File: src/rtl/interp_pkg.sv
// Shared types and default sizes for the segment sequencer.
package interp_pkg;

  localparam int unsigned DEF_W           = 32;
  localparam int unsigned DEF_PW          = 40;
  localparam int unsigned DEF_DEPTH       = 8;
  localparam int unsigned DEF_TIMEOUT_CYC = 32'd1 << 20;

  typedef enum logic [2:0] {
    S_IDLE  = 3'd0,
    S_LOAD  = 3'd1,
    S_START = 3'd2,
    S_RUN   = 3'd3,
    S_DONE  = 3'd4
  } state_t;

endpackage

File: src/rtl/seg_fifo.sv
// Synchronous FIFO with flush; the head word is always visible on rdata.
module seg_fifo #(
  parameter int unsigned DW    = 64,
  parameter int unsigned DEPTH = 8
) (
  input  logic                     clk,
  input  logic                     reset,
  input  logic                     push,
  input  logic [DW-1:0]            wdata,
  input  logic                     pop,
  input  logic                     flush,
  output logic [DW-1:0]            rdata,
  output logic                     full,
  output logic                     empty,
  output logic [$clog2(DEPTH):0]   level
);

  localparam int unsigned AW = $clog2(DEPTH);
  localparam int unsigned LW = AW + 1;

  logic [DW-1:0] mem_q [DEPTH];
  logic [AW-1:0] wr_ptr_q, wr_ptr_d;
  logic [AW-1:0] rd_ptr_q, rd_ptr_d;
  logic [LW-1:0] level_q, level_d;
  logic          do_push, do_pop;

  // Pointer and occupancy update; flush wins over push/pop, push into a full FIFO only with a pop.
  always_comb begin
    do_pop   = pop && (level_q != '0);
    do_push  = push && ((level_q != LW'(DEPTH)) || do_pop);
    wr_ptr_d = wr_ptr_q;
    rd_ptr_d = rd_ptr_q;
    level_d  = level_q;
    if (flush) begin
      wr_ptr_d = '0;
      rd_ptr_d = '0;
      level_d  = '0;
    end else begin
      if (do_push) wr_ptr_d = wr_ptr_q + AW'(1);
      if (do_pop)  rd_ptr_d = rd_ptr_q + AW'(1);
      case ({do_push, do_pop})
        2'b10:   level_d = level_q + LW'(1);
        2'b01:   level_d = level_q - LW'(1);
        default: level_d = level_q;
      endcase
    end
  end

  // Control registers.
  always_ff @(posedge clk) begin
    if (reset) begin
      wr_ptr_q <= '0;
      rd_ptr_q <= '0;
      level_q  <= '0;
    end else begin
      wr_ptr_q <= wr_ptr_d;
      rd_ptr_q <= rd_ptr_d;
      level_q  <= level_d;
    end
  end

  // Storage array; contents need no reset since level gates visibility.
  always_ff @(posedge clk) begin
    if (do_push && !flush) mem_q[wr_ptr_q] <= wdata;
  end

  assign rdata = mem_q[rd_ptr_q];
  assign full  = (level_q == LW'(DEPTH));
  assign empty = (level_q == '0);
  assign level = level_q;

endmodule

File: src/rtl/interp_segment_sequencer.sv
// Feeds queued linear-move segments to the CPDDA engine one at a time,
// tracks absolute step position and handles abort and watchdog timeout.
module interp_segment_sequencer
  import interp_pkg::*;
#(
  parameter int unsigned W           = DEF_W,
  parameter int unsigned DEPTH       = DEF_DEPTH,
  parameter int unsigned TIMEOUT_CYC = DEF_TIMEOUT_CYC,
  parameter int unsigned PW          = DEF_PW
) (
  input  logic                        clk,
  input  logic                        reset,
  input  logic                        seg_valid,
  output logic                        seg_ready,
  input  logic [W-1:0]                seg_xe,
  input  logic [W-1:0]                seg_ye,
  input  logic                        abort,
  output logic                        eng_purview,
  output logic                        eng_reset,
  output logic [W-1:0]                eng_xe,
  output logic [W-1:0]                eng_ye,
  input  logic                        eng_ax,
  input  logic                        eng_fax,
  input  logic                        eng_ay,
  input  logic                        eng_fay,
  input  logic                        eng_busy,
  output logic                        seg_done,
  output logic                        busy,
  output logic signed [PW-1:0]        pos_x,
  output logic signed [PW-1:0]        pos_y,
  output logic [$clog2(DEPTH):0]      q_level,
  output logic                        err_timeout
);

  localparam int unsigned CW = $clog2(TIMEOUT_CYC + 1);

  state_t          state_q, state_d;
  logic [CW-1:0]   wd_cnt_q, wd_cnt_d;
  logic            err_q, err_d;
  logic [W-1:0]    xe_q, xe_d, ye_q, ye_d;
  logic            eng_reset_q, eng_reset_d;
  logic            purview_q, purview_d;
  logic            done_q, done_d;
  logic            abort_q, abort_d;
  logic [PW-1:0]   pos_x_q, pos_x_d, pos_y_q, pos_y_d;

  logic            fifo_push, fifo_pop, fifo_flush, fifo_full, fifo_empty;
  logic [2*W-1:0]  fifo_rdata;

  assign seg_ready = !fifo_full && !err_q;
  assign fifo_push = seg_valid && seg_ready && !abort;

  seg_fifo #(
    .DW    (2 * W),
    .DEPTH (DEPTH)
  ) u_fifo (
    .clk   (clk),
    .reset (reset),
    .push  (fifo_push),
    .wdata ({seg_xe, seg_ye}),
    .pop   (fifo_pop),
    .flush (fifo_flush),
    .rdata (fifo_rdata),
    .full  (fifo_full),
    .empty (fifo_empty),
    .level (q_level)
  );

  // Next-state, watchdog, position and engine-control decode.
  always_comb begin
    state_d     = state_q;
    wd_cnt_d    = wd_cnt_q;
    err_d       = err_q;
    xe_d        = xe_q;
    ye_d        = ye_q;
    eng_reset_d = 1'b0;
    fifo_pop    = 1'b0;
    fifo_flush  = 1'b0;
    abort_d     = abort;
    pos_x_d     = pos_x_q + PW'(eng_ax) - PW'(eng_fax);
    pos_y_d     = pos_y_q + PW'(eng_ay) - PW'(eng_fay);

    if (abort) begin
      // Level abort holds everything idle; the engine is reset once per abort assertion.
      state_d     = S_IDLE;
      fifo_flush  = 1'b1;
      eng_reset_d = !abort_q;
    end else begin
      case (state_q)
        S_IDLE: begin
          if (!fifo_empty) begin
            fifo_pop = 1'b1;
            xe_d     = fifo_rdata[2*W-1:W];
            ye_d     = fifo_rdata[W-1:0];
            state_d  = S_LOAD;
          end
        end
        S_LOAD: begin
          state_d = ((xe_q == '0) && (ye_q == '0)) ? S_DONE : S_START;
        end
        S_START: begin
          wd_cnt_d = '0;
          state_d  = S_RUN;
        end
        S_RUN: begin
          if (!eng_busy) begin
            state_d = S_DONE;
          end else if (wd_cnt_q == CW'(TIMEOUT_CYC - 1)) begin
            err_d       = 1'b1;
            fifo_flush  = 1'b1;
            eng_reset_d = 1'b1;
            state_d     = S_IDLE;
          end else begin
            wd_cnt_d = wd_cnt_q + CW'(1);
          end
        end
        S_DONE: begin
          state_d = S_IDLE;
        end
        default: begin
          state_d = S_IDLE;
        end
      endcase
    end

    if (state_d == S_LOAD) eng_reset_d = 1'b1;
    purview_d = (state_d != S_IDLE);
    done_d    = (state_q == S_DONE) && !abort;
  end

  // State and output registers.
  always_ff @(posedge clk) begin
    if (reset) begin
      state_q     <= S_IDLE;
      wd_cnt_q    <= '0;
      err_q       <= 1'b0;
      xe_q        <= '0;
      ye_q        <= '0;
      eng_reset_q <= 1'b0;
      purview_q   <= 1'b0;
      done_q      <= 1'b0;
      abort_q     <= 1'b0;
      pos_x_q     <= '0;
      pos_y_q     <= '0;
    end else begin
      state_q     <= state_d;
      wd_cnt_q    <= wd_cnt_d;
      err_q       <= err_d;
      xe_q        <= xe_d;
      ye_q        <= ye_d;
      eng_reset_q <= eng_reset_d;
      purview_q   <= purview_d;
      done_q      <= done_d;
      abort_q     <= abort_d;
      pos_x_q     <= pos_x_d;
      pos_y_q     <= pos_y_d;
    end
  end

  assign eng_purview = purview_q;
  assign eng_reset   = eng_reset_q;
  assign eng_xe      = xe_q;
  assign eng_ye      = ye_q;
  assign seg_done    = done_q;
  assign busy        = (state_q != S_IDLE) || !fifo_empty;
  assign pos_x       = pos_x_q;
  assign pos_y       = pos_y_q;
  assign err_timeout = err_q;

endmodule

File: config.mk
export PLATFORM = sky130hd
export DESIGN_NAME = interp_segment_sequencer
export DESIGN_NICKNAME = d
export VERILOG_FILES = /design/src/rtl/interp_pkg.sv /design/src/rtl/seg_fifo.sv /design/src/rtl/interp_segment_sequencer.sv
export SDC_FILE = /design/constraint.sdc
export NUM_CORES = 1
export LEC_CHECK = 0
export BUFFER_PORTS_ARGS = -buffer_cell sky130_fd_sc_hd__buf_4
export CORE_MARGIN = 2
export CORE_UTILIZATION = 41
export DETAILED_ROUTE_END_ITERATION = 12
export MAX_ROUTING_LAYER = met4
export PLACE_DENSITY_LB_ADDON = 0.25
export SLEW_MARGIN = 20
export SYNTH_ARGS = -nofsm -noshare
export SYNTH_HDL_FRONTEND = slang
export SYNTH_SLANG_ARGS = --single-unit
File: constraint.sdc
create_clock -name clk -period 14.01 [get_ports clk]
set_input_delay 1.401 -clock clk [delete_from_list [all_inputs] [get_ports clk]]
set_output_delay 1.401 -clock clk [all_outputs]
set_load 0.01 [all_outputs]
Word-level counts from Yosys, hierarchy flattened
Memory sizes are Yosys's and may differ from the RTL's. A register that Yosys moved wholly into a read port is not among the register bits.
Cells that the tools add are included.

operators by class
  multiplexer cells = 21
  div/mod/pow operators = 0
  reduce and logical (&&, ||, !) cells = 29
  add/subtract/negate cells = 9
  $mul = 0
  eq/ne operators = 12
  shifts and indexed selects = 0
  bitwise gates (word level) = 2
  order comparisons = 0

operators with widths
  operator                 number
  $add A40 B1 Y40          2
  $sub A40 B1 Y40          2
  $logic_not A32 Y1        2
  $mux W21                 2
  $pmux W21 S2             1
  $add A21 B1 Y21 const B  1
  $eq A21 B20 Y1 const B   1
  $mux W3                  5
  $pmux W3 S4              1
  $mux W1                  11
  $logic_and A1 B1 Y1      8
  $pmux W4 S2              1
  $reduce_and A4 Y1        2
  $add A3 B1 Y3 const B    2
  $eq A3 B1 Y1 const B     2
  $eq A3 B2 Y1 const B     2
  $logic_not A1 Y1         6
  $reduce_bool A3 Y1       2
  $add A4 B1 Y4 const B    1
  $eq A4 B4 Y1 const B     1
  $logic_not A4 Y1         1
  $ne A2 B2 Y1 const B     2
  $ne A4 B4 Y1 const B     1
  $reduce_bool A2 Y1       2
  other kinds (10)         12

word-level totals
  flip-flop bits (word level) = 119
  memories kept = 1
  input bits = 73
  output and inout port bits = 154
  logic and storage cells = 86
  memory bits (read-only) = 0
  memory bits (writable) = 512
  latch bits = 0

memories
  memory        depth  bits a word  rd ports  clocked after memory_dff  write ports  RTL line        text
  u_fifo.mem_q  8      64           1         1                         1            seg_fifo.sv:21  logic [DW-1:0] mem_q [DEPTH];

Longest topological paths before layout
  word-level depth = 10
  depth in mapped cells = 14
  depth with buffers taken out = 14

Hierarchy
From an unflattened synthesis, not the netlist that was laid out.

second synthesis, totals
  cells, all modules = 2157
  area total of the unflattened synthesis = 30331.6 µm²

by module, submodules not included
  module                    cells each  area each (µm²)  instances  sequential area each (µm²)
  seg_fifo                  826         19960.4          1          15635.0
  interp_segment_sequencer  1331        10371.2          1          3463.3

Worst setup path before layout
No wires, ideal clock.

  path kind = in2reg
  start = input abort
  end = memory u_fifo.mem_q[4][0] (enable)
  required time = 13.445 ns
  slack = 7.103 ns
  library setup time = 0.565 ns
  arrival = 6.343 ns
  cell stages on the path = 4
  buffers on the path = 1
  cells stage by stage = and3b_1 > clkbuf_1 > nand3_1 > nor3_1

between the ends
  longest elaborated chain between the ends = 7
  elaborated cells between the ends (all ways) = 11
  classes of those cells = 4 x mux; 7 x reduce/logical

ends and longest elaborated chain
  item                               RTL line                        text
  start, declared                    interp_segment_sequencer.sv:17  input logic abort,
  $mux W1                            interp_segment_sequencer.sv:83  if (abort) begin
  $logic_and A1 B1 Y1                seg_fifo.sv:29                  do_pop = pop && (level_q != '0);
  $logic_or A1 B1 Y1                 seg_fifo.sv:30                  do_push = push && ((level_q != LW'(DEPTH)) || do_pop);
  $logic_and A1 B1 Y1                seg_fifo.sv:30
  $logic_and A1 B1 Y1 (*)            seg_fifo.sv:64                  if (do_push && !flush) mem_q[wr_ptr_q] <= wdata;
  $mux W1 (*)                        seg_fifo.sv:64
  $mux W1 (not written as such) (*)  seg_fifo.sv:64
  end, declared                      seg_fifo.sv:21

Mark *: on every way between the ends. The rest lies on a longest branch, timed or not.

Worst setup path after layout
  start = input eng_fax
  end = register pos_x_q[38] (netlist: pos_x[38])

between the ends
  longest elaborated chain between the ends = 1

ends and longest elaborated chain
  item                  RTL line                         text
  start, declared       interp_segment_sequencer.sv:23   input logic eng_fax,
  $sub A40 B1 Y40       interp_segment_sequencer.sv:80   pos_x_d = pos_x_q + PW'(eng_ax) - PW'(eng_fax);
  end signal, assigned  interp_segment_sequencer.sv:155  pos_x_q <= pos_x_d;
  end, declared         interp_segment_sequencer.sv:45   logic [PW-1:0] pos_x_q, pos_x_d, pos_y_q, pos_y_d;

Every way passes these cells.
A chain may end at the register's enable or synchronous reset.

==> impl_metrics.ini <==
[status]
status = completed

[clocking]
cts_setup_buffers = 0
cts_tree = done
insertion_delay_ps = 640
numCtsBuffers = 76
hold_buffers = 0
ctsResizeCount = 0
clock-root-buffer = clkbuf_16
cts.sinks = 695
clockBufferDepth = 3
cts_max_level = 3
path_clk_slew_ps = 60

[global_routing]
grt_first_pass_wirelength_mm = 105
grt_pass1_vias = 17938
track_usage_pct = 18.9
globalRoute.totalOverflow = 0
antenna_found_initial = 5
grt_max_degree = 89

[timing]
rsz0062_at_grt = no
hold_violations = 0
finalClockSkew_ps = 42.8
slew_violations = 0
worst_slew_pin_slew_ps = 1020
finalSetupTns_ps = 0
period_needed_ps = 3920
fmax_ghz = 0.255
whs_ps = 429
slew_headroom_pct = 32.0
setup-violations-final = 0
fin_crit_sh_pct = 28.0

[routing]
drcViolationCount = 0
via_per_inst = 5.36
wirelength_mm = 68.3
vias = 17576
dr.first_iter.drc_count = 1168
ant_nets = 0
wl_per_cell_um = 20.8
drt_pass1_iterations = 5

[synthesis]
synth_edf_count = 512
syn_nets = 2182
synth_cells = 2020
ys_warn_count = 0
synth_ff_type = edfxtp_1
synth.avg_cell_area_um2 = 14.6
yosysUniqueCellTypes = 74
synth_seq_cells = 695
ys_async_sr_fraction_pct = 0
synth-seq-area-share_pct = 64.4
netlist_area_mm2 = 0.0296

[die]
rows = 98
pin_count = 227
die_y_um = 273
die_area_mm2 = 0.0743
die_w_um = 273
start_util_pct = 41.4
coreArea_mm2 = 0.0715

[final_layout]
nets = 2428
fin_cells = 3282
drive_gt1_share_pct = 23.0
fin_util_pct = 49.0
areaGrowthSynthToFinish_pct = 18.4
n_fill_cell = 6084

[placed_design]
gp_congestion = 0.850
dpl.hpwl_mm = 40.8
portBuffers = 226
placed_cells = 3138

[setup_path]
cpPeakStageDelay_ps = 410
cp_slowest_cell = fa_1
worstSetupEndpointType = flip-flop
arrival_ps = 4440
critPathKind = in -> reg
critPathLaunchType = primary input
critPathTopFamily = compound AO/OA/AOI/OAI gates
worstPathRequired_ps = 14530
path_cells = buf_4, ha_1, inv_1, ha_1, fa_1, a21o_1, nand3_1, a311o_1, nand4_1, a21o_1, a21o_1, a2111oi_4, o21bai_1, mux2_4
path_buf_inv = 2
cpMostUsedCell = a21o_1
critPathMaxFanout = 4

[pwr]
peakVddDrop_uv = 115
powerDensity_mw_per_mm2 = 192
fin_total_pwr_mw = 6.71
p_comb_share_pct = 32.7
p_sw_mw = 2.18
p_clk_share_pct = 30.8
p_leak_nw = 12.2
p_sw_share_pct = 32.5
p_int_mw = 4.53
seq_power_share_pct = 36.5

[job]
cap_violations = 0

[worst_hold_path]
hold_path_class = reg -> reg
## worst register-to-register path, delay by kind of cell, from the launching register on
| family | cells | cell delay, ps |
|---|---|---|
| AND/OR/NAND/NOR | 4 | 1160 |
| buffers and inverters | 2 | 1160 |
| flip-flops | 1 | 490 |
| AO/OA/AOI/OAI | 1 | 190 |
## cells in the final DEF, fill, tap and decap left out, drive strengths merged, types with 4 or more instances in the layout
cell / netlist / final
edfxtp: 512 / 512
buf: 22 / 251
nor2: 198 / 198
dfxtp: 183 / 183
mux4: 128 / 128
inv: 108 / 111
clkbuf: 61 / 102
a21oi: 87 / 87
ha: 86 / 86
a211oi: 74 / 74
mux2i: 68 / 68
nand2: 62 / 62
o21ai: 49 / 49
xnor2: 47 / 47
a21o: 38 / 38
xor2: 37 / 37
nand3: 25 / 25
nand4: 23 / 23
nor4: 22 / 22
clkinv: 0 / 20
nor3: 18 / 18
a31oi: 17 / 17
o21bai: 16 / 16
nor2b: 14 / 14
and3: 12 / 12
or3: 11 / 11
and2: 9 / 9
nand2b: 9 / 9
nor3b: 9 / 9
bufinv: 0 / 9
o21a: 8 / 8
o31ai: 8 / 8
and4: 7 / 7
o211ai: 7 / 7
diode: 0 / 5
clkinvlp: 0 / 5
a21boi: 4 / 4
## path summary, 6_finish.rpt
path | from | end | slack, ps | cells after the start
worst max-delay path | eng_fax | pos_x[38]$_SDFF_PP0_ | 10090 | 14
worst min-delay path | abort_q$_SDFF_PP0_ | eng_reset$_SDFF_PP0_ | 430 | 1
worst max register to register | u_fifo.level[0]$_SDFFE_PP0P_ | u_fifo.mem_q[4][63]$_DFFE_PP_ | 10600 | 7
worst min register to register | abort_q$_SDFF_PP0_ | eng_reset$_SDFF_PP0_ | 430 | 1
## logic make-up after synthesis
family | Yosys count | synth area share [%]
buffers and inverters | 191 | 2.50
adder cells (fa/ha/maj) | 89 | 3.84
AO/OA/AOI/OAI | 333 | 7.71
XOR/XNOR | 84 | 2.49
multiplexers | 199 | 12.2
AND/OR/NAND/NOR | 429 | 6.92
flip-flops | 695 | 64.4
## Yosys cell counts (9+ instances only)
library cell | instances | area, um2
edfxtp_1 | 512 | 15400
nor2_1 | 198 | 743
dfxtp_1 | 183 | 3660
mux4_2 | 128 | 2880
inv_1 | 108 | 405
ha_1 | 86 | 1080
a21oi_1 | 85 | 425
a211oi_1 | 71 | 533
mux2i_1 | 68 | 681
nand2_1 | 62 | 233
clkbuf_1 | 61 | 229
xnor2_1 | 47 | 412
a21o_1 | 38 | 285
xor2_1 | 37 | 324
o21ai_0 | 35 | 175
nand3_1 | 24 | 120
nand4_1 | 22 | 138
nor4_1 | 21 | 131
nor3_1 | 18 | 90.1
a31oi_1 | 16 | 100
o21bai_1 | 16 | 120
nor2b_1 | 14 | 87.6
buf_2 | 13 | 65.1
and3_1 | 12 | 75.1
o21ai_1 | 11 | 55.1
or3_1 | 11 | 68.8
and2_1 | 9 | 56.3
nand2b_1 | 9 | 56.3
nor3b_1 | 9 | 67.6
## power groups by stage
stage	sequential [mW]	combinational [mW]	clock (mW)
floorplan	2.51	1.60	0
global placement	2.49	2.16	0
detailed placement	2.50	2.18	0
CTS	2.45	2.20	2.12
global route	2.47	2.46	2.20
finish	2.45	2.19	2.07
## layer usage
metal	track usage, %	wire [um]	up-vias
li1	-	-	8254
met3	3.73	3610	103
met1	24.6	30700	8858
met2	30.4	32400	361
met5	-	0	-
met4	5.23	1600	0
## state kept, by name, summed over array words and instances, names as in the netlist, 4 cells and up
register	flops
u_fifo.level	4
pos_y	40
eng_xe	32
wd_cnt_q	21
eng_ye	32
u_fifo.mem_q	512
pos_x	40
## final cells by class
class	instances	area (um2)	share of cell area [%]
Clock inverter	37	524	1.50
Sequential cell	695	19000	54.4
Antenna cell	5	12.5	0.0357
Inverter	108	405	1.16
Timing Repair Buffer	251	1890	5.39
Multi-Input combinational cell	1134	9870	28.2
Clock buffer	102	2090	5.97
Tap cell	950	1190	3.39
## metrics by stage
step,setup slack (ps),instance area [um2]
after floorplan,7100,29600
after global placement,9490,32400
after detailed placement,9460,32400
after CTS,10130,35000
after global routing,9890,35000
final,10090,35000
Power figures use the tool's default switching activity.
